--- src/rtl/ntt_pkg.sv ---
// ============================================================================
// Module      : ntt_pkg
// Description : Shared constants, state encoding and helpers for the NTT job
//               sequencer and its BRAM port mux.
// Revision    : 1.0 - initial release
// ============================================================================
`default_nettype none

package ntt_pkg;

  localparam int Q      = 7681;
  localparam int N      = 8;
  localparam int N_INV  = 6721;  // 8 * 6721 == 1 (mod 7681)
  localparam int ADDR_W = 8;
  localparam int DATA_W = 32;

  typedef enum logic [3:0] {
    IDLE    = 4'd0,
    LOAD    = 4'd1,
    ERST    = 4'd2,
    KICK    = 4'd3,
    RUN     = 4'd4,
    DRAIN   = 4'd5,
    UL_ADDR = 4'd6,
    UL_WAIT = 4'd7,
    UL_CAP  = 4'd8,
    UL_OUT  = 4'd9
  } ntt_job_state_t;

  function automatic logic out_of_range(input logic [DATA_W-1:0] d, input int q);
    return d >= DATA_W'(q);
  endfunction

endpackage

`default_nettype wire

--- src/rtl/ntt_bram_mux.sv ---
// ============================================================================
// Module      : ntt_bram_mux
// Description : Combinational 2:1 select of the coefficient BRAM port between
//               the job controller and the NTT engine.
// Revision    : 1.0 - initial release
// ============================================================================
`default_nettype none

module ntt_bram_mux
  import ntt_pkg::*;
(
  input  logic              sel_eng,
  input  logic [ADDR_W-1:0] ctrl_addr,
  input  logic              ctrl_we,
  input  logic [DATA_W-1:0] ctrl_din,
  input  logic [ADDR_W-1:0] eng_addr,
  input  logic              eng_we,
  input  logic [DATA_W-1:0] eng_din,
  output logic [ADDR_W-1:0] bram_addr,
  output logic              bram_we,
  output logic [DATA_W-1:0] bram_din
);

  assign bram_addr = sel_eng ? eng_addr : ctrl_addr;
  assign bram_we   = sel_eng ? eng_we   : ctrl_we;
  assign bram_din  = sel_eng ? eng_din  : ctrl_din;

endmodule

`default_nettype wire

--- src/rtl/ntt_job_ctrl.sv ---
// ============================================================================
// Module      : ntt_job_ctrl
// Description : Per-job sequencer: stream-load N coefficients into BRAM, reset
//               and start the NTT engine, hand it the BRAM, then stream out.
// Revision    : 1.0 - initial release
// ============================================================================
`default_nettype none

module ntt_job_ctrl
  import ntt_pkg::*;
#(
  parameter int N       = ntt_pkg::N,
  parameter int Q       = ntt_pkg::Q,
  parameter int TIMEOUT = 4096
) (
  input  logic              clk,
  input  logic              rst_n,
  input  logic              job_start,
  output logic              busy,
  output logic              job_done,
  output logic              err_range,
  output logic              err_timeout,
  input  logic              in_valid,
  output logic              in_ready,
  input  logic [DATA_W-1:0] in_data,
  output logic              out_valid,
  input  logic              out_ready,
  output logic [DATA_W-1:0] out_data,
  output logic              eng_rst,
  output logic              eng_start,
  input  logic              eng_done,
  input  logic [ADDR_W-1:0] eng_coeff_addr,
  input  logic              eng_coeff_we,
  input  logic [DATA_W-1:0] eng_coeff_din,
  output logic [DATA_W-1:0] eng_coeff_dout,
  output logic [ADDR_W-1:0] bram_addr,
  output logic              bram_we,
  output logic [DATA_W-1:0] bram_din,
  input  logic [DATA_W-1:0] bram_dout
);

  localparam int WD_W = $clog2(TIMEOUT + 1);

  ntt_job_state_t    state_q, state_d;
  logic [7:0]        k_q, k_d;
  logic [WD_W-1:0]   wd_q, wd_d;
  logic              busy_q, busy_d;
  logic              job_done_q, job_done_d;
  logic              err_range_q, err_range_d;
  logic              err_timeout_q, err_timeout_d;
  logic              in_ready_q, in_ready_d;
  logic              out_valid_q, out_valid_d;
  logic [DATA_W-1:0] out_data_q, out_data_d;
  logic              eng_rst_q, eng_rst_d;
  logic              eng_start_q, eng_start_d;
  logic [ADDR_W-1:0] bram_addr_q, bram_addr_d;
  logic              bram_we_q, bram_we_d;
  logic [DATA_W-1:0] bram_din_q, bram_din_d;

  always_comb begin
    state_d       = state_q;
    k_d           = k_q;
    wd_d          = wd_q;
    job_done_d    = 1'b0;
    err_range_d   = err_range_q;
    err_timeout_d = err_timeout_q;
    in_ready_d    = 1'b0;
    out_valid_d   = out_valid_q;
    out_data_d    = out_data_q;
    eng_rst_d     = 1'b0;
    eng_start_d   = 1'b0;
    bram_addr_d   = bram_addr_q;
    bram_we_d     = 1'b0;
    bram_din_d    = bram_din_q;

    case (state_q)
      IDLE: begin
        if (job_start) begin
          state_d       = LOAD;
          err_range_d   = 1'b0;
          err_timeout_d = 1'b0;
          k_d           = 8'd0;
          in_ready_d    = 1'b1;
        end
      end
      LOAD: begin
        in_ready_d = 1'b1;
        if (in_valid && in_ready_q) begin
          bram_addr_d = ADDR_W'(k_q);
          bram_we_d   = 1'b1;
          if (out_of_range(in_data, Q)) begin
            bram_din_d  = '0;
            err_range_d = 1'b1;
          end else begin
            bram_din_d  = in_data;
          end
          // The last write is still in flight during ERST; the port stays ours.
          if (k_q == 8'(N - 1)) begin
            state_d    = ERST;
            in_ready_d = 1'b0;
            eng_rst_d  = 1'b1;
          end else begin
            k_d = k_q + 8'd1;
          end
        end
      end
      ERST: begin
        state_d     = KICK;
        eng_start_d = 1'b1;
      end
      KICK: begin
        state_d = RUN;
        wd_d    = '0;
      end
      RUN: begin
        if (eng_done) begin
          state_d = DRAIN;
        end else if (wd_q == WD_W'(TIMEOUT - 1)) begin
          state_d       = IDLE;
          err_timeout_d = 1'b1;
          eng_rst_d     = 1'b1;
        end else begin
          wd_d = wd_q + 1'b1;
        end
      end
      DRAIN: begin
        state_d = UL_ADDR;
        k_d     = 8'd0;
      end
      UL_ADDR: begin
        state_d     = UL_WAIT;
        bram_addr_d = ADDR_W'(k_q);
      end
      UL_WAIT: state_d = UL_CAP;
      UL_CAP: begin
        state_d     = UL_OUT;
        out_data_d  = bram_dout;
        out_valid_d = 1'b1;
      end
      UL_OUT: begin
        if (out_ready && out_valid_q) begin
          out_valid_d = 1'b0;
          if (k_q == 8'(N - 1)) begin
            state_d    = IDLE;
            job_done_d = 1'b1;
          end else begin
            state_d = UL_ADDR;
            k_d     = k_q + 8'd1;
          end
        end
      end
      default: state_d = IDLE;
    endcase

    busy_d = (state_d != IDLE);
  end

  always_ff @(posedge clk) begin
    if (!rst_n) begin
      state_q       <= IDLE;
      k_q           <= 8'd0;
      wd_q          <= '0;
      busy_q        <= 1'b0;
      job_done_q    <= 1'b0;
      err_range_q   <= 1'b0;
      err_timeout_q <= 1'b0;
      in_ready_q    <= 1'b0;
      out_valid_q   <= 1'b0;
      out_data_q    <= '0;
      eng_rst_q     <= 1'b1;
      eng_start_q   <= 1'b0;
      bram_addr_q   <= '0;
      bram_we_q     <= 1'b0;
      bram_din_q    <= '0;
    end else begin
      state_q       <= state_d;
      k_q           <= k_d;
      wd_q          <= wd_d;
      busy_q        <= busy_d;
      job_done_q    <= job_done_d;
      err_range_q   <= err_range_d;
      err_timeout_q <= err_timeout_d;
      in_ready_q    <= in_ready_d;
      out_valid_q   <= out_valid_d;
      out_data_q    <= out_data_d;
      eng_rst_q     <= eng_rst_d;
      eng_start_q   <= eng_start_d;
      bram_addr_q   <= bram_addr_d;
      bram_we_q     <= bram_we_d;
      bram_din_q    <= bram_din_d;
    end
  end

  ntt_bram_mux u_bram_mux (
    .sel_eng   ((state_q == RUN) || (state_q == DRAIN)),
    .ctrl_addr (bram_addr_q),
    .ctrl_we   (bram_we_q),
    .ctrl_din  (bram_din_q),
    .eng_addr  (eng_coeff_addr),
    .eng_we    (eng_coeff_we),
    .eng_din   (eng_coeff_din),
    .bram_addr (bram_addr),
    .bram_we   (bram_we),
    .bram_din  (bram_din)
  );

  assign busy           = busy_q;
  assign job_done       = job_done_q;
  assign err_range      = err_range_q;
  assign err_timeout    = err_timeout_q;
  assign in_ready       = in_ready_q;
  assign out_valid      = out_valid_q;
  assign out_data       = out_data_q;
  assign eng_rst        = eng_rst_q;
  assign eng_start      = eng_start_q;
  assign eng_coeff_dout = bram_dout;

endmodule

`default_nettype wire

--- config.mk ---
export PLATFORM = sky130hd
export DESIGN_NAME = ntt_job_ctrl
export DESIGN_NICKNAME = d
export VERILOG_FILES = /design/src/rtl/ntt_pkg.sv /design/src/rtl/ntt_bram_mux.sv /design/src/rtl/ntt_job_ctrl.sv
export SDC_FILE = /design/constraint.sdc
export NUM_CORES = 1
export LEC_CHECK = 0
export CORE_ASPECT_RATIO = 1.1
export CORE_MARGIN = 2
export CORE_UTILIZATION = 38
export CTS_CLUSTER_SIZE = 10
export DETAILED_ROUTE_END_ITERATION = 16
export GPL_TIMING_DRIVEN = 0
export PLACE_DENSITY = 0.78
export SETUP_SLACK_MARGIN = 0.15
export SLEW_MARGIN = 30
export SYNTH_ARGS = -nofsm -noshare
export SYNTH_HDL_FRONTEND = slang
export SYNTH_SLANG_ARGS = --single-unit
--- constraint.sdc ---
create_clock -name clk -period 1.85 [get_ports clk]
set_input_delay 0.4625 -clock clk [delete_from_list [all_inputs] [get_ports clk]]
set_output_delay 0.4625 -clock clk [all_outputs]
set_load 0.03 [all_outputs]
# ---- Word level (Yosys, flattened, before mapping)
# Index checks and enable logic that the tools add are counted.
dict set report word_totals {
  reg_bits 106
  input_bits 111
}
dict set report op_classes {
  addsub 2
  order_cmp 1
  eq_ne 18
  n_mux 42
  n_reduce_logical 20
}
# cell count
set ops {}
lappend ops {{two-way mux 32 bit} 2}
lappend ops {{two-way mux 8 bit} 6}
lappend ops {{one-hot mux 4 bit (10 select lines)} 1}
lappend ops {{greater-or-equal comparator 32 x 13 -> 1 bit (second input constant)} 1}
lappend ops {{one-hot mux 8 bit (4 select lines)} 1}
lappend ops {{two-way mux 13 bit} 2}
lappend ops {{one-hot mux 13 bit (2 select lines)} 1}
lappend ops {{two-way mux 4 bit} 6}
lappend ops {{equality test 4 x 3 -> 1 bit (second input constant)} 4}
lappend ops {{two-way mux 1 bit} 16}
lappend ops {{one-hot mux 8 bit (2 select lines)} 1}
lappend ops {{inequality test 2 bit (second input constant)} 7}
lappend ops {{adder 13 x 1 -> 13 bit (second input constant)} 1}
lappend ops {{equality test 13 x 12 -> 1 bit (second input constant)} 1}
lappend ops {{AND reduction 4 bit} 3}
lappend ops {{one-hot mux 1 bit (2 select lines)} 5}
lappend ops {{nonzero test 2 bit} 5}
lappend ops {{adder 8 x 1 -> 8 bit (second input constant)} 1}
lappend ops {{equality test 4 x 2 -> 1 bit (second input constant)} 2}
lappend ops {{equality test 4 bit (second input constant)} 2}
lappend ops {{equality test 8 x 3 -> 1 bit (second input constant)} 1}
lappend ops {{AND reduction 2 bit} 4}
lappend ops {{nonzero test 4 bit} 2}
lappend ops {{AND reduction 3 bit} 2}
lappend ops {{other kinds (5)} 6}

# ---- Logic depth before layout (Yosys ltp)
# Gate-level depths: netlist (run 1).
dict set report logic_depth {
  depth_word 5
  mapped_depth 7
  mapped_depth_nobuf 6
}

# ---- By module
# Synthesis (run 1) repeated with hierarchy kept, for this count alone.
dict set report hier_totals {
  cells_unflattened 562
  area_unflattened_um2 5136.2
}
# module n_inst cells_per_inst area_each_um2
set by_module_without_submodules {}
lappend by_module_without_submodules {ntt_job_ctrl 1 516 4433.0}
lappend by_module_without_submodules {ntt_bram_mux 1 46 703.2}

# ---- Least setup slack after synthesis (run 1)
# Ideal clock, no wire load.
dict set report synth_timing {
  path_kind {register to output}
  start {reg state_q[1]}
  end {out bram_addr[0]}
  arrival_time_ns 1.580
  required_time_ns 1.387
  slack_ns -0.193
  stages_incl_launch_ff 5
  cell_sequence {dfxtp_1 -> buf_2 -> nor2_1 -> clkbuf_1 -> mux2_2}
}
dict set report synth_via {
  elab_chain_cells 3
  elab_cells_between_ends 4
}
# element line
set synth_rtl {}
lappend synth_rtl {{from (decl)} ntt_job_ctrl.sv:44} ;# ntt_job_state_t state_q, state_d;
lappend synth_rtl {{from (signal assigned)} ntt_job_ctrl.sv:176} ;# state_q <= state_d;
lappend synth_rtl {{equality test 4 x 3 -> 1 bit} ntt_job_ctrl.sv:195} ;# .sel_eng ((state_q == RUN) || (state_q == DRAIN)),
lappend synth_rtl {{logical OR 1 bit (*)} ntt_job_ctrl.sv:195}
lappend synth_rtl {{two-way mux 8 bit (*)} ntt_bram_mux.sv:24} ;# assign bram_addr = sel_eng ? eng_addr : ctrl_addr;
lappend synth_rtl {{to (decl)} ntt_job_ctrl.sv:36} ;# output logic [ADDR_W-1:0] bram_addr,
# Every way passes the cells marked *; elsewhere a longest branch is shown, timed or not.

# ---- Worst setup path after layout (run 1)
dict set report layout_timing {
  start {reg state_q[3]}
  end {out bram_din[4]}
}
dict set report layout_via {
  elab_chain_cells 3
  elab_cells_between_ends 4
}
# element line
set layout_rtl {}
lappend layout_rtl {{equality test 4 x 3 -> 1 bit} ntt_job_ctrl.sv:195}
lappend layout_rtl {{logical OR 1 bit (*)} ntt_job_ctrl.sv:195}
lappend layout_rtl {{two-way mux 32 bit (*)} ntt_bram_mux.sv:26} ;# assign bram_din = sel_eng ? eng_din : ctrl_din;
lappend layout_rtl {{to (decl)} ntt_job_ctrl.sv:38} ;# output logic [DATA_W-1:0] bram_din,
# Marked as above.

==> impl_summary.log, run 1 <==
[metrics] area share of and/or/nand/nor cells after synthesis: 0.214
[metrics] clock tree from TritonCTS: built
[metrics] Post-Synthesis Cell Area: 0.00484 mm^2
[metrics] failing checks: setup timing
[metrics] die span in x: roughly 110 um
[metrics] Area Overhead vs Synth: 83.1%
[metrics] final critical-path required period: approximately 2.2 ns
[metrics] net count reported at finish: a little over 900
[metrics] share of flip-flops with an asynchronous set or reset: 0
[metrics] combinational family with the most area after synthesis: simple AND/OR/NAND/NOR gates
[metrics] element type at the critical path start: flip-flop
[metrics] global-route wire length before repair: 25800 um
[metrics] I/O pin total: around 220
[metrics] min setup slack post-route: -0.364 ns
[metrics] Setup-failing EPs final: 59
[metrics] number of design rule violations left after detail routing: 0
[metrics] final cell count without fillers: between 900 and 1000
[metrics] most instantiated flip-flop cell in the synthesis netlist: sky130_fd_sc_hd__dfxtp_1
[metrics] wire length on met3: about 1400 um
[metrics] post-synthesis net count: between 600 and 700
[metrics] count of pins over their slew limit: 0
[metrics] number of H-tree branching levels: 3
[metrics] final weighted congestion in routability-driven placement: 0.837
[metrics] distinct cell type count of the synthesized netlist: 52
[metrics] count of flip-flops with a built-in enable after synthesis: 0
[metrics] number of cell rows: 43
[metrics] CTS sink cnt: 106
[metrics] final standard cell area without fillers: around 0.009 mm^2
[metrics] antenna cell count: 0
[metrics] post-DP HPWL: 11200 um
[metrics] vias per cell: 5.21
[metrics] Cell Count Post-Placement: roughly 900
[metrics] routed length per instance: approximately 18 um
[metrics] uppermost routed layer: met4
[metrics] Placement Cell Area: about 0.0074 mm^2
[metrics] Core Region: 0.0125 mm^2
[metrics] clock root cell: sky130_fd_sc_hd__clkbuf_16
[metrics] max_cap viols: 0
[metrics] Inserted Clock Buffers: 9
[metrics] path type of the worst min-delay path: in2reg
[metrics] relative max-transition margin: 0.646
[metrics] Synth Area in Compound Gates: 0.146
[metrics] total count of hold-check failures in the final report: 0
[metrics] initial standard-cell utilization of the core: 0.386
[metrics] area share of fa/ha/maj cells after synthesis: 0.00517
[metrics] Max Freq: between 400 and 500 MHz
[metrics] worst ir drop on vdd: roughly 0.44 mV
[metrics] Routed WL: around 17000 um
[metrics] peak fanout along the critical path: 5
[metrics] layout cells sized above 1: 0.396
[metrics] pin count of the biggest net entering global routing: 18
[metrics] number of input and output port buffers inserted: approximately 220
[metrics] arrival time of data at the critical path endpoint: 1.75 ns
[metrics] 1st-iter DRT viols: 313
[metrics] vias in the first global route: 5055
[metrics] overall die area: between 0.01 and 0.015 mm^2
[metrics] DRT Pass-1 Iters: 5
[metrics] GRT Resource Usage Total: 0.234
[metrics] met1 layer wirelength in the final routing: about 6600 um
[metrics] cts hold-fix bufs: 0
[metrics] antenna violations before repair: 0
[metrics] sequential share of the synthesized area: 0.439
[metrics] Antenna Nets Post-Route: 0
[metrics] height of the die: between 100 and 150 um
[metrics] mux cell area share after synthesis: 0.114
[metrics] RSZ-0062 raised after global routing: true
[metrics] vias: about 5100
[metrics] setup clock skew after layout: about 0.01 ns
[metrics] Cells after Synth: between 500 and 600
[metrics] clk buf depth: 2
[metrics] met2 WL post-DR: 8830 um
[metrics] CP required: about 1.4 ns
[metrics] Skew-Pair Late Insertion Delay: around 0.35 ns
[metrics] clock slew at the register clock pins of the worst setup and hold paths: about 0.07 ns
[metrics] final cell utilization of the core: 0.706
[metrics] Syn. warnings: 0
[metrics] run status: finished with violations
[metrics] leakage component of the power: about 0.0039 uW
[metrics] FF+latch count, synth: approximately 110
[metrics] kind of critical path: reg2out
[metrics] CP Capture Type: primary output
[metrics] Tightest Pin Transition: roughly 0.53 ns
[metrics] Power per Cell Area: around 570 mW/mm^2
[metrics] overall overflow remaining after global route: 0
[metrics] post-synthesis share of cell area spent on xor and xnor gates: 0.00906
[metrics] period utilisation layout: 1.20
[metrics] Overall Power: just over 5000 uW
[metrics] mean area per synthesized cell: roughly 9.3 um^2
[metrics] minimum hold slack: 0.386 ns
final timing paths:
check / end / depth (start not counted) / from / slack, ns
setup / recovery: bram_din[4] / 6 / state_q[3] / -0.36
hold / removal: bram_din_q[12] / 2 / in_data[12] / 0.39
setup reg to reg: busy / 5 / k_q[3] / -0.34
hold reg to reg: out_data[7] / 2 / out_data[7] / 0.45
final cells by class:
type | instances | area (um^2)
well taps | 157 | 196
inverters | 2 | 7.51
multi-input cells | 353 | 2880
plain buffers | 58 | 509
flip-flops and latches | 106 | 2160
clock buffers | 10 | 239
repair buffers | 281 | 2780
clock inverters | 6 | 87.6
fillers | 887 | 3680
sequential cells by signal, indices dropped and copies added (netlist names):
register	count
bram_din_q	32
out_valid	1
bram_addr_q	8
eng_rst	1
wd_q	13
busy	1
err_range	1
bram_we_q	1
in_ready	1
k_q	8
out_data	32
err_timeout	1
job_done	1
state_q	4
eng_start	1
metrics by stage:
stage / setup WS [ns] / setup TNS, ns
5_1_grt: -0.409 / -19.73
3_5_place_dp: -1.04 / -81.01
3_3_place_gp: -0.996 / -76.90
6_report: -0.364 / -16.34
2_1_floorplan: -0.183 / -4.47
4_1_cts: -0.373 / -14.29
cells in the mapped netlist, types with 6 or more instances:
cell,count,area share
sky130_fd_sc_hd__clkbuf_1,21,0.016
sky130_fd_sc_hd__mux2i_1,9,0.019
sky130_fd_sc_hd__dfxtp_1,106,0.44
sky130_fd_sc_hd__a21boi_0,34,0.053
sky130_fd_sc_hd__mux2_2,41,0.095
sky130_fd_sc_hd__and2_1,23,0.030
sky130_fd_sc_hd__o21ai_0,9,0.0093
sky130_fd_sc_hd__a22o_1,13,0.024
sky130_fd_sc_hd__nand4_1,7,0.0091
sky130_fd_sc_hd__or3_1,6,0.0078
sky130_fd_sc_hd__nor4_1,8,0.010
sky130_fd_sc_hd__a21oi_1,7,0.0072
sky130_fd_sc_hd__nor2b_1,13,0.017
sky130_fd_sc_hd__nor2_1,20,0.016
sky130_fd_sc_hd__nand3_1,11,0.011
sky130_fd_sc_hd__nand2_1,80,0.062
sky130_fd_sc_hd__o211ai_1,9,0.014
sky130_fd_sc_hd__buf_4,32,0.050
per-layer routing:
metal / GRT usage / vias up
li1: - / 2399
met1: 0.258 / 2385
met2: 0.442 / 254
met3: 0.0652 / 30
met4: 0.0671 / 0
met5: 0 / -
report_power, final:
group          leakage (uW)  total, uW  internal [uW]  switching (uW)
registers          0.000866       2290           2280            12.9
clock network      0.000163       2110           1230             882
logic               0.00285        676            383             293
worst max-delay path, cell delays in order, from the launching register on:
cell and delay, ns:
sky130_fd_sc_hd__dfxtp_4 0.35, sky130_fd_sc_hd__nand2b_4 0.17, sky130_fd_sc_hd__nor2_4 0.13, sky130_fd_sc_hd__buf_12 0.15, sky130_fd_sc_hd__clkbuf_16 0.15, sky130_fd_sc_hd__mux2_4 0.30, sky130_fd_sc_hd__buf_6 0.14
cell usage in the layout (no fill, tap or decap), drive strengths merged, types with 22 or more instances in the layout:
master / instances
a21boi: 34
and2: 23
buf: 171
clkbuf: 28
clkdlybuf4s50: 80
dfxtp: 106
dlygate4sd2: 51
mux2: 41
nand2: 80
nor2: 22
kinds of logic (layout without fill, tap and decap cells):
group | count (synthesis) | after routing
compound gates | 94 | 94
xor+xnor | 5 | 5
fa+ha+maj | 2 | 2
buf+inv | 60 | 357
flops | 106 | 106
mux | 50 | 50
simple gates | 201 | 202
what timing repair did:
item	4_1_cts	5_1_grt
buffers inserted	42	10
pin swaps	31	25
resized for setup	656	122
endpoints found under the setup margin	214	160
cloned	7	0
Power figures use the tool's default switching activity.
==> run 2: changes to the inputs <==
Settings changed: ABC_CLOCK_PERIOD_IN_PS from default to 1850, REMOVE_ABC_BUFFERS from default to 1.
==> run 2 against run 1 <==
Net effect:
- the flow still finishes with violations (setup timing)
- highest routed layer unchanged
- via count shrank 8.5%
- critical endpoint is now bram_din[31]
- register-to-register slack is essentially flat
- largest power group unchanged
- die area is the same
==> impl_summary.log, run 2 (synthesized netlist as in run 1, its figures left out) <==
[metrics] cell depth of the worst min-delay path: 2 (unchanged)
[metrics] DRT Pass-1 Iters: 4 (-1)
[metrics] max_cap viols: 0 (unchanged)
[metrics] sequential share of power: 0.486 (+0.035)
[metrics] leakage component of the power: 0.00319 uW (-18%)
[metrics] layout cells sized above 1: 0.294 (-0.102)
[metrics] clock slew at the register clock pins of the worst setup and hold paths: 0.07 ns (about the same)
[metrics] vias per cell: 5.18 (-0.62%)
[metrics] final sum of negative setup slack: -17.72 ns (-1.38 ns)
[metrics] 1st-iter DRT viols: 178 (-43%)
[metrics] relative max-transition margin: 0.519 (-0.126)
[metrics] Overall Power: 4730 uW (-6.9%)
[metrics] number of H-tree branching levels: 3 (unchanged)
[metrics] cts hold-fix bufs: 0 (unchanged)
[metrics] number of cell rows: 43 (unchanged)
[metrics] most frequent standard cell in the layout excluding fill and tap cells: sky130_fd_sc_hd__clkdlybuf4s50_1
[metrics] antenna cell count: 0 (unchanged)
[metrics] vias: 4638 (-8.5%)
[metrics] switching portion of total power: 0.240 (+0.00618)
[metrics] design internal power: 3600 uW (-7.6%)
[metrics] die span in x: 112 um (unchanged)
[metrics] commonest cells after routing, fill and taps aside: 100 x sky130_fd_sc_hd__clkdlybuf4s50_1, 95 x sky130_fd_sc_hd__dfxtp_1, 79 x sky130_fd_sc_hd__nand2_1, 50 x sky130_fd_sc_hd__buf_6, 47 x sky130_fd_sc_hd__dlygate4sd2_1
[metrics] overall overflow remaining after global route: 0 (unchanged)
[metrics] overall die area: 0.0136 mm^2 (unchanged)
[metrics] GRT Resource Usage Total: 0.204 (-0.0301)
[metrics] worst ir drop on vdd: 0.437 mV (-1.4%)
[metrics] run status: finished with violations
[metrics] routed length per instance: 16.5 um (-6.5%)
[metrics] number of input and output port buffers inserted: 223 (unchanged)
[metrics] number of design rule violations left after detail routing: 0 (unchanged)
[metrics] Area Overhead vs Synth: 63.3%
[metrics] Core Region: 0.0125 mm^2 (unchanged)
[metrics] clock root cell: sky130_fd_sc_hd__clkbuf_16
[metrics] register area: 0.00215 mm^2 (-0.58%)
[metrics] global-route wire length before repair: 22600 um (-12%)
[metrics] Power per Cell Area: 600 mW/mm^2 (+4.5%)
[metrics] Routed WL: 14800 um (-14%)
[metrics] Max Freq: 449 MHz (-0.55%)
[metrics] min setup slack post-route: -0.376 ns (-0.0123 ns)
[metrics] antenna violations before repair: 0 (unchanged)
[metrics] Tightest Pin Transition: 0.716 ns (+0.185 ns)
[metrics] arrival time of data at the critical path endpoint: 1.76 ns (about the same)
[metrics] multi-input combinational cell area: 0.00272 mm^2 (-5.4%)
[metrics] CP Capture Type: primary output
[metrics] vias in the first global route: 4594 (-9.1%)
[metrics] clock tree from TritonCTS: built
[metrics] Inserted Clock Buffers: 9 (unchanged)
[metrics] power spent charging and discharging nets: 1140 uW (-4.4%)
[metrics] worst reg2reg path depth: 5 (unchanged)
[metrics] Skew-Pair Late Insertion Delay: 0.34 ns (about the same)
[metrics] Antenna Nets Post-Route: 0 (unchanged)
[metrics] final weighted congestion in routability-driven placement: 0.823 (-1.7%)
[metrics] Place WS: -1.05 ns (-0.0107 ns)
[metrics] number of fillers in the final layout: 944 (+6.4%)
[metrics] Setup-failing EPs final: 73 (+24%)
[metrics] kind of critical path: reg2out
[metrics] clk buf depth: 2 (unchanged)
[metrics] CTS sink cnt: 106 (unchanged)
[metrics] final critical-path required period: 2.23 ns (+0.0123 ns)
[metrics] total count of hold-check failures in the final report: 0 (unchanged)
[metrics] height of the die: 122 um (unchanged)
[metrics] initial standard-cell utilization of the core: 0.386 (unchanged)
[metrics] r2r setup slk: -0.33 ns (about the same)
[metrics] Placement Cell Area: 0.00704 mm^2 (-4.3%)
[metrics] net count reported at finish: 847 (-8.3%)
[metrics] post-DP HPWL: 10300 um (-7.6%)
[metrics] CP required: 1.39 ns (about the same)
[metrics] RSZ-0062 raised after global routing: true
[metrics] pin count of the biggest net entering global routing: 39 (+21)
[metrics] I/O pin total: 224 (unchanged)
[metrics] period utilisation layout: 1.20 (+0.00665)
[metrics] combinational share of power: 0.119 (-0.014)
[metrics] element type at the critical path start: flip-flop
[metrics] count of pins over their slew limit: 0 (unchanged)
[metrics] final standard cell area without fillers: 0.00790 mm^2 (-11%)
[metrics] failing checks: setup timing
[metrics] path type of the worst min-delay path: reg2reg
[metrics] relative contribution of the clock network to total power: 0.395 (-0.020)
[metrics] setup clock skew after layout: 0.00682 ns (-0.00316 ns)
[metrics] minimum hold slack: 0.459 ns (+0.0723 ns)
[metrics] peak fanout along the critical path: 7 (+2)
[run 2: critical path, stage by stage, from the launching register on]
cell	delay, ns
sky130_fd_sc_hd__dfxtp_4	0.36
sky130_fd_sc_hd__nand2b_4	0.15
sky130_fd_sc_hd__nor2_4	0.15
sky130_fd_sc_hd__buf_6	0.15
sky130_fd_sc_hd__clkbuf_16	0.16
sky130_fd_sc_hd__mux2_4	0.31
sky130_fd_sc_hd__buf_6	0.14
[run 2: cell type report]
| cell class | instances | area share |
|---|---|---|
| Multi-Input combinational cell | 354 | 0.345 |
| Sequential cell | 106 | 0.272 |
| Timing Repair Buffer | 261 | 0.319 |
| Clock buffer | 11 | 0.0320 |
| Clock inverter | 5 | 0.00571 |
| Inverter | 2 | 0.000951 |
| Tap cell | 157 | 0.0249 |
[run 2: what timing repair did]
item,4_1_cts,5_1_grt
pin swaps,20,9
buffers inserted,23,2
cloned,3,3
endpoints found under the setup margin,206,138
gates resized for setup,554,50
hold endpoints to repair,0,0
[run 2: power by group through the flow]
stage | Clock (uW) | Sequential, uW | Combinational, uW
after floorplan | 0 | 2370 | 85.9
after global placement | 0 | 2360 | 547
final | 1870 | 2300 | 563
after CTS | 1930 | 2300 | 551
after detailed placement | 0 | 2360 | 560
after global routing | 2020 | 2300 | 594
[run 2: path summary, 6_finish.rpt]
kind                                   from      endpoint
worst max register to register       k_q[3]          busy
worst max-delay path             state_q[3]  bram_din[31]
worst min-delay path            out_data[7]   out_data[7]
worst min register to register  out_data[7]   out_data[7]
[run 2: routing by layer]
layer | GRT usage | wire (um) | up-vias
li1 | - | - | 2246
met1 | 0.230 | 5810 | 2147
met2 | 0.372 | 7480 | 231
met3 | 0.0637 | 1220 | 14
met4 | 0.0633 | 264 | 0
met5 | 0 | 0 | -
[run 2: per-stage QoR]
stage                util  std cells
floorplan               -        460
global placement    0.552        840
detailed placement  0.562        849
CTS                 0.611        891
global route        0.630        896
finish              0.630        896
==> run 3: changes to the inputs <==
Settings changed: ABC_CLOCK_PERIOD_IN_PS 1850 to 2000, SETUP_SLACK_MARGIN 0.15 to default.
Clock period 1.85 ns to 2 ns, I/O delays scaled along.
==> run 3 against run 2 <==
Net effect:
- the run still ends with setup timing left
- cell area increased by 2.7%
- combinational power fell by 6.4%
- critical path depth unchanged
==> impl_summary.log, run 3 (synthesized netlist as in run 1, its figures left out) <==
[metrics] CP required: 1.50 ns (+0.11 ns)
[metrics] clock root cell: sky130_fd_sc_hd__clkbuf_16
[metrics] global-route wire length before repair: 21900 um (-3.3%)
[metrics] pin count of the biggest net entering global routing: 39 (unchanged)
[metrics] vias in the first global route: 4464 (-2.8%)
[metrics] Reg-to-Reg Start: k_q[3]
[metrics] count of pins over their slew limit: 0 (unchanged)
[metrics] number of design rule violations left after detail routing: 0 (unchanged)
[metrics] final sum of negative setup slack: -9.16 ns (+8.56 ns)
[metrics] Tightest Pin Transition: 0.821 ns (+0.104 ns)
[metrics] number of cell rows: 43 (unchanged)
[metrics] leakage component of the power: 0.00308 uW (-3.2%)
[metrics] final critical-path required period: ~2.2 ns
[metrics] height of the die: 122 um (unchanged)
[metrics] Max stage delay cell, worst path: sky130_fd_sc_hd__dfxtp_4
[metrics] routed length per instance: 16.7 um (+1.3%)
[metrics] vias per cell: 5.18 (about the same)
[metrics] Area Overhead vs Synth: 67.7%
[metrics] period utilisation layout: 1.11
[metrics] critical-path cell list: nand2b_4 -> nor2_4 -> buf_12 -> clkbuf_16 -> mux2_4 -> buf_6
[metrics] hold endpoint: out_data[7]
[metrics] CP Capture Type: primary output
[metrics] final weighted congestion in routability-driven placement: 0.823 (unchanged)
[metrics] min setup slack post-route: -0.226 ns (+0.150 ns)
[metrics] worst reg2reg path depth: 5 (unchanged)
[metrics] clk buf depth: 2 (unchanged)
[metrics] antenna violations before repair: 0 (unchanged)
[metrics] antenna cell count: 0 (unchanged)
[metrics] I/O pin total: 224 (unchanged)
[metrics] net count reported at finish: 851 (+0.47%)
[metrics] max_cap viols: 0 (unchanged)
[metrics] Power per Cell Area: 541 mW/mm^2 (-9.7%)
[metrics] GRT Resource Usage Total: 0.198 (-0.00615)
[metrics] Antenna Nets Post-Route: 0 (unchanged)
[metrics] number of H-tree branching levels: 3 (unchanged)
[metrics] Core Region: 0.0125 mm^2 (unchanged)
[metrics] reg-to-reg critical path endpoint: busy
[metrics] setup clock skew after layout: 0.00771 ns (+0.000892 ns)
[metrics] start point of the worst hold path: out_data[7]
[metrics] layout cells sized above 1: 0.254 (-0.0393)
[metrics] clock slew at the register clock pins of the worst setup and hold paths: 0.07 ns (about the same)
[metrics] Overall Power: 4390 uW (-7.3%)
[metrics] Crit path largest cell delay: 0.35 ns (about the same)
[metrics] Inserted Clock Buffers: 9 (unchanged)
[metrics] Skew-Pair Late Insertion Delay: 0.34 ns (about the same)
[metrics] run status: finished with violations
[metrics] most frequent standard cell in the layout excluding fill and tap cells: sky130_fd_sc_hd__clkdlybuf4s50_1
[metrics] launching instance or port of the critical path: state_q[3]
[metrics] overall die area: 0.0136 mm^2 (unchanged)
[metrics] relative max-transition margin: 0.449 (-0.0701)
[metrics] clock tree from TritonCTS: built
[metrics] CTS sink cnt: 106 (unchanged)
[metrics] Place WS: -0.938 ns (+0.113 ns)
[metrics] Max Freq: between 400 and 500 MHz
[metrics] Setup-failing EPs final: 62 (-15%)
[metrics] worst ir drop on vdd: 0.405 mV (-7.4%)
[metrics] commonest cells after routing, fill and taps aside: 148 x sky130_fd_sc_hd__clkdlybuf4s50_1, 94 x sky130_fd_sc_hd__dfxtp_1, 80 x sky130_fd_sc_hd__nand2_1, 50 x sky130_fd_sc_hd__buf_6, 41 x sky130_fd_sc_hd__mux2_4
[metrics] final cell utilization of the core: 0.647 (+0.0172)
[metrics] total count of hold-check failures in the final report: 0 (unchanged)
[metrics] initial standard-cell utilization of the core: 0.386 (unchanged)
[metrics] r2r setup slk: -0.21 ns (+0.12 ns)
[metrics] arrival time of data at the critical path endpoint: 1.73 ns (-0.03 ns)
[metrics] overall overflow remaining after global route: 0 (unchanged)
[metrics] peak fanout along the critical path: 7 (unchanged)
[metrics] 1st-iter DRT viols: 191 (+7.3%)
[metrics] kind of critical path: reg2out
[metrics] path type of the worst min-delay path: reg2reg
[metrics] DRT Pass-1 Iters: 5 (+1)
[metrics] die span in x: 112 um (unchanged)
[metrics] RSZ-0062 raised after global routing: true
[metrics] element type at the critical path start: flip-flop
[metrics] number of input and output port buffers inserted: 223 (unchanged)
[metrics] failing checks: setup timing
[metrics] minimum hold slack: 0.461 ns (+0.00269 ns)
[metrics] cell depth of the worst min-delay path: 2 (unchanged)
[metrics] vias: 4663 (+0.54%)
[metrics] Routed WL: 15000 um (+1.7%)
[metrics] post-DP HPWL: 10300 um (unchanged)
-- run 3: cell count changes in the layout (fill, tap and decap cells not counted), sizes merged --
cell           change
dlygate4sd2       -15
buf               -27
clkdlybuf4s15      -1
and2               -1
clkdlybuf4s50     +48
-- run 3: how the worst max path moves through the flow --
stage,depth (start not counted),to,slack (ns)
floorplan,3,bram_addr[0],-1.41
global placement,3,out_data[11],-3.08
detailed placement,5,bram_din[31],-0.94
CTS,6,bram_din[31],-0.29
global route,6,bram_din[6],-0.26
finish,6,bram_din[6],-0.23
-- run 3: metrics by stage --
stage	cell area (um^2)	std cells
4_1_cts	7600	885
6_report	8110	900
3_3_place_gp	6920	840
2_1_floorplan	4490	460
5_1_grt	8110	900
3_5_place_dp	7040	849
-- run 3: final cells by class --
class,instances,area [um^2]
Inverter,2,7.51
Fill cell,916,4430
Clock buffer,11,253
Timing Repair Buffer,266,2740
Multi-Input combinational cell,353,2720
Sequential cell,106,2150
Clock inverter,5,45.0
Tap cell,157,196
-- run 3: power by group --
part	internal [uW]	switching, uW
clock	933	803
combinational	293	234
sequential	2110	14.5
total	3340	1050
-- run 3: metal layers --
metal  vias up  track usage  part of all wire
met5         -            0                 0
met3        14       0.0622             0.085
met1      2156        0.225              0.40
li1       2249            -                 -
met2       244        0.359              0.50
met4         0       0.0579             0.014
-- run 3: critical path: cells and delay by family, from the launching register on --
family / cells / cell delay (ns)
simple gates: 2 / 0.25
flops: 1 / 0.35
mux: 1 / 0.32
buf+inv: 3 / 0.46
-- run 3: timing repair --
action | CTS | global route
pin swaps | 10 | 24
buffers inserted | 19 | 14
setup endpoints to repair | 135 | 89
resized for setup | 332 | 114
cloned | 2 | 3
hold buffers | 0 | 0
==> patch: new RTL, flow settings as in run 3 <==
The 10 states of `ntt_job_state_t` get a one-hot encoding in 10 bits.
--- a/src/rtl/ntt_pkg.sv
+++ b/src/rtl/ntt_pkg.sv
@@ -16,13 +16,13 @@
 
-  typedef enum logic [3:0] {
-    IDLE    = 4'd0,
-    LOAD    = 4'd1,
-    ERST    = 4'd2,
-    KICK    = 4'd3,
-    RUN     = 4'd4,
-    DRAIN   = 4'd5,
-    UL_ADDR = 4'd6,
-    UL_WAIT = 4'd7,
-    UL_CAP  = 4'd8,
-    UL_OUT  = 4'd9
+  typedef enum logic [9:0] {
+    IDLE    = 10'b0000000001,
+    LOAD    = 10'b0000000010,
+    ERST    = 10'b0000000100,
+    KICK    = 10'b0000001000,
+    RUN     = 10'b0000010000,
+    DRAIN   = 10'b0000100000,
+    UL_ADDR = 10'b0001000000,
+    UL_WAIT = 10'b0010000000,
+    UL_CAP  = 10'b0100000000,
+    UL_OUT  = 10'b1000000000
   } ntt_job_state_t;
Behaviour: no difference found for any inputs over 10 cycles, from zero or initial values and one cycle with rst_n low; not proved beyond that.
==> patch against run 3 <==
The flow still finishes with violations (setup timing). Total power up 9.8%. Sequential cell count up 6. Non-clock buffer count up 10. Sequential share of layout area down 0.40 points. Die area up 7.0%. Synthesized area up 7.3%. Wire length up 23%. Setup slack worse by 0.47 ns. Design area up 7.4%.
==> patch: results (changes against run 3) <==
metric;value;unit;change
multi-input gates;414;;+17%
vias in the first global route;5035;;+13%
postcts setup bufs;21;;+2
wire length per cell;18.30;um;+9.6%
post-CTS sizing;367;;+11%
first-pass GRT wire length;24150;um;+10%
NonClk Buf Share;32.33;%;-1.4 points
outcome;finished, violations left;;
Reg2Reg Depth;9;;+4
hpwl dp;9982;um;-3.1%
inverter count;7;;+5
largest cells by area after synthesis;dfxtp_1, mux2_2, nand2_1;;
Non-clk bufs;276;;+3.8%
setup TNS;-41.43;ns;-32.27 ns
register area;0.002276;mm2;+5.8%
distinct cell type count of the synthesized netlist;59;;+13%
clock network area share;3.363;%;-0.31 points
Fill cells;963;;+5.1%
violated checks;setup timing;;
Lkg Pwr;3.381;nW;+9.6%
Synth top cells by count;dfxtp_1, nand2_1, a21oi_1, nor2_1, mux2_2;;
Finish-stage setup viols;98;;+58%
slowest cell on the critical path;or4_4;;
layout cells sized above 1;30.10;%;+4.7 points
clock buf count;9;;-2
worst setup margin;-0.6971;ns;-0.4709 ns
Worst R2R Start;state_q[7];;
Final nets;933;;+9.6%
r2r setup slk;-0.48;ns;-0.27 ns
peak supply drop;0.0004559;V;+13%
Worst Path Max Fanout;16;;+9
Tot GR Track Use;20.29;%;+0.48 points
CP max stage delay;0.56;ns;+0.21 ns
-- patch: changes by cell type after synthesis, moves of 6 or more --
cell and delta:
a21boi_0 -33, a21oi_1 +45, a22o_1 -13, a22oi_1 +13
and2_1 -20, and3_1 +21, dfxtp_1 +6, nor2_1 +25
nor2b_1 -10, o211ai_1 -8
-- patch: worst max path at each step --
stage / startpoint / end / slack, ns
2_1_floorplan: state_q[8] / bram_addr[0] / -0.91
3_3_place_gp: state_q[8] / bram_din[5] / -1.93
3_5_place_dp: state_q[8] / bram_din[16] / -1.14
4_1_cts: state_q[7] / bram_din[0] / -0.62
5_1_grt: state_q[7] / bram_din[22] / -0.72
6_report: state_q[7] / bram_din[28] / -0.70
-- patch: logic make-up (layout without fill, tap and decap cells) --
family | Yosys count | count (layout) | synth area share (%)
compound gates | 105 | 109 | 12.54
xor+xnor | 6 | 6 | 1.013
fa+ha+maj | 2 | 2 | 0.4823
buf+inv | 77 | 298 | 8.538
flops | 112 | 112 | 43.22
mux | 51 | 51 | 10.83
simple gates | 238 | 246 | 23.37
-- patch: report_power, final --
group	internal (mW)	leakage, nW	total (mW)	switching (mW)
Clock	0.973	0.138	1.81	0.834
Combinational	0.387	2.33	0.763	0.376
Sequential	2.24	0.910	2.25	0.0155
Total	3.60	3.38	4.82	1.23
-- patch: per-stage QoR --
stage	cells	area, um2	setup slack (ns)
global placement	928	7233	-1.927
floorplan	521	4771	-0.9112
finish	1008	8707	-0.6971
global route	1008	8707	-0.7218
detailed placement	929	7266	-1.141
CTS	972	8016	-0.6227
-- patch: layer usage --
metal	vias up	part of all wire, %	GRT usage [%]	wire, um
li1	2551	-	-	-
met1	2618	37	23.64	6786
met2	354	52	36.36	9598
met3	52	8.5	4.491	1563
met4	0	2.7	6.804	494
met5	-	0	0	0
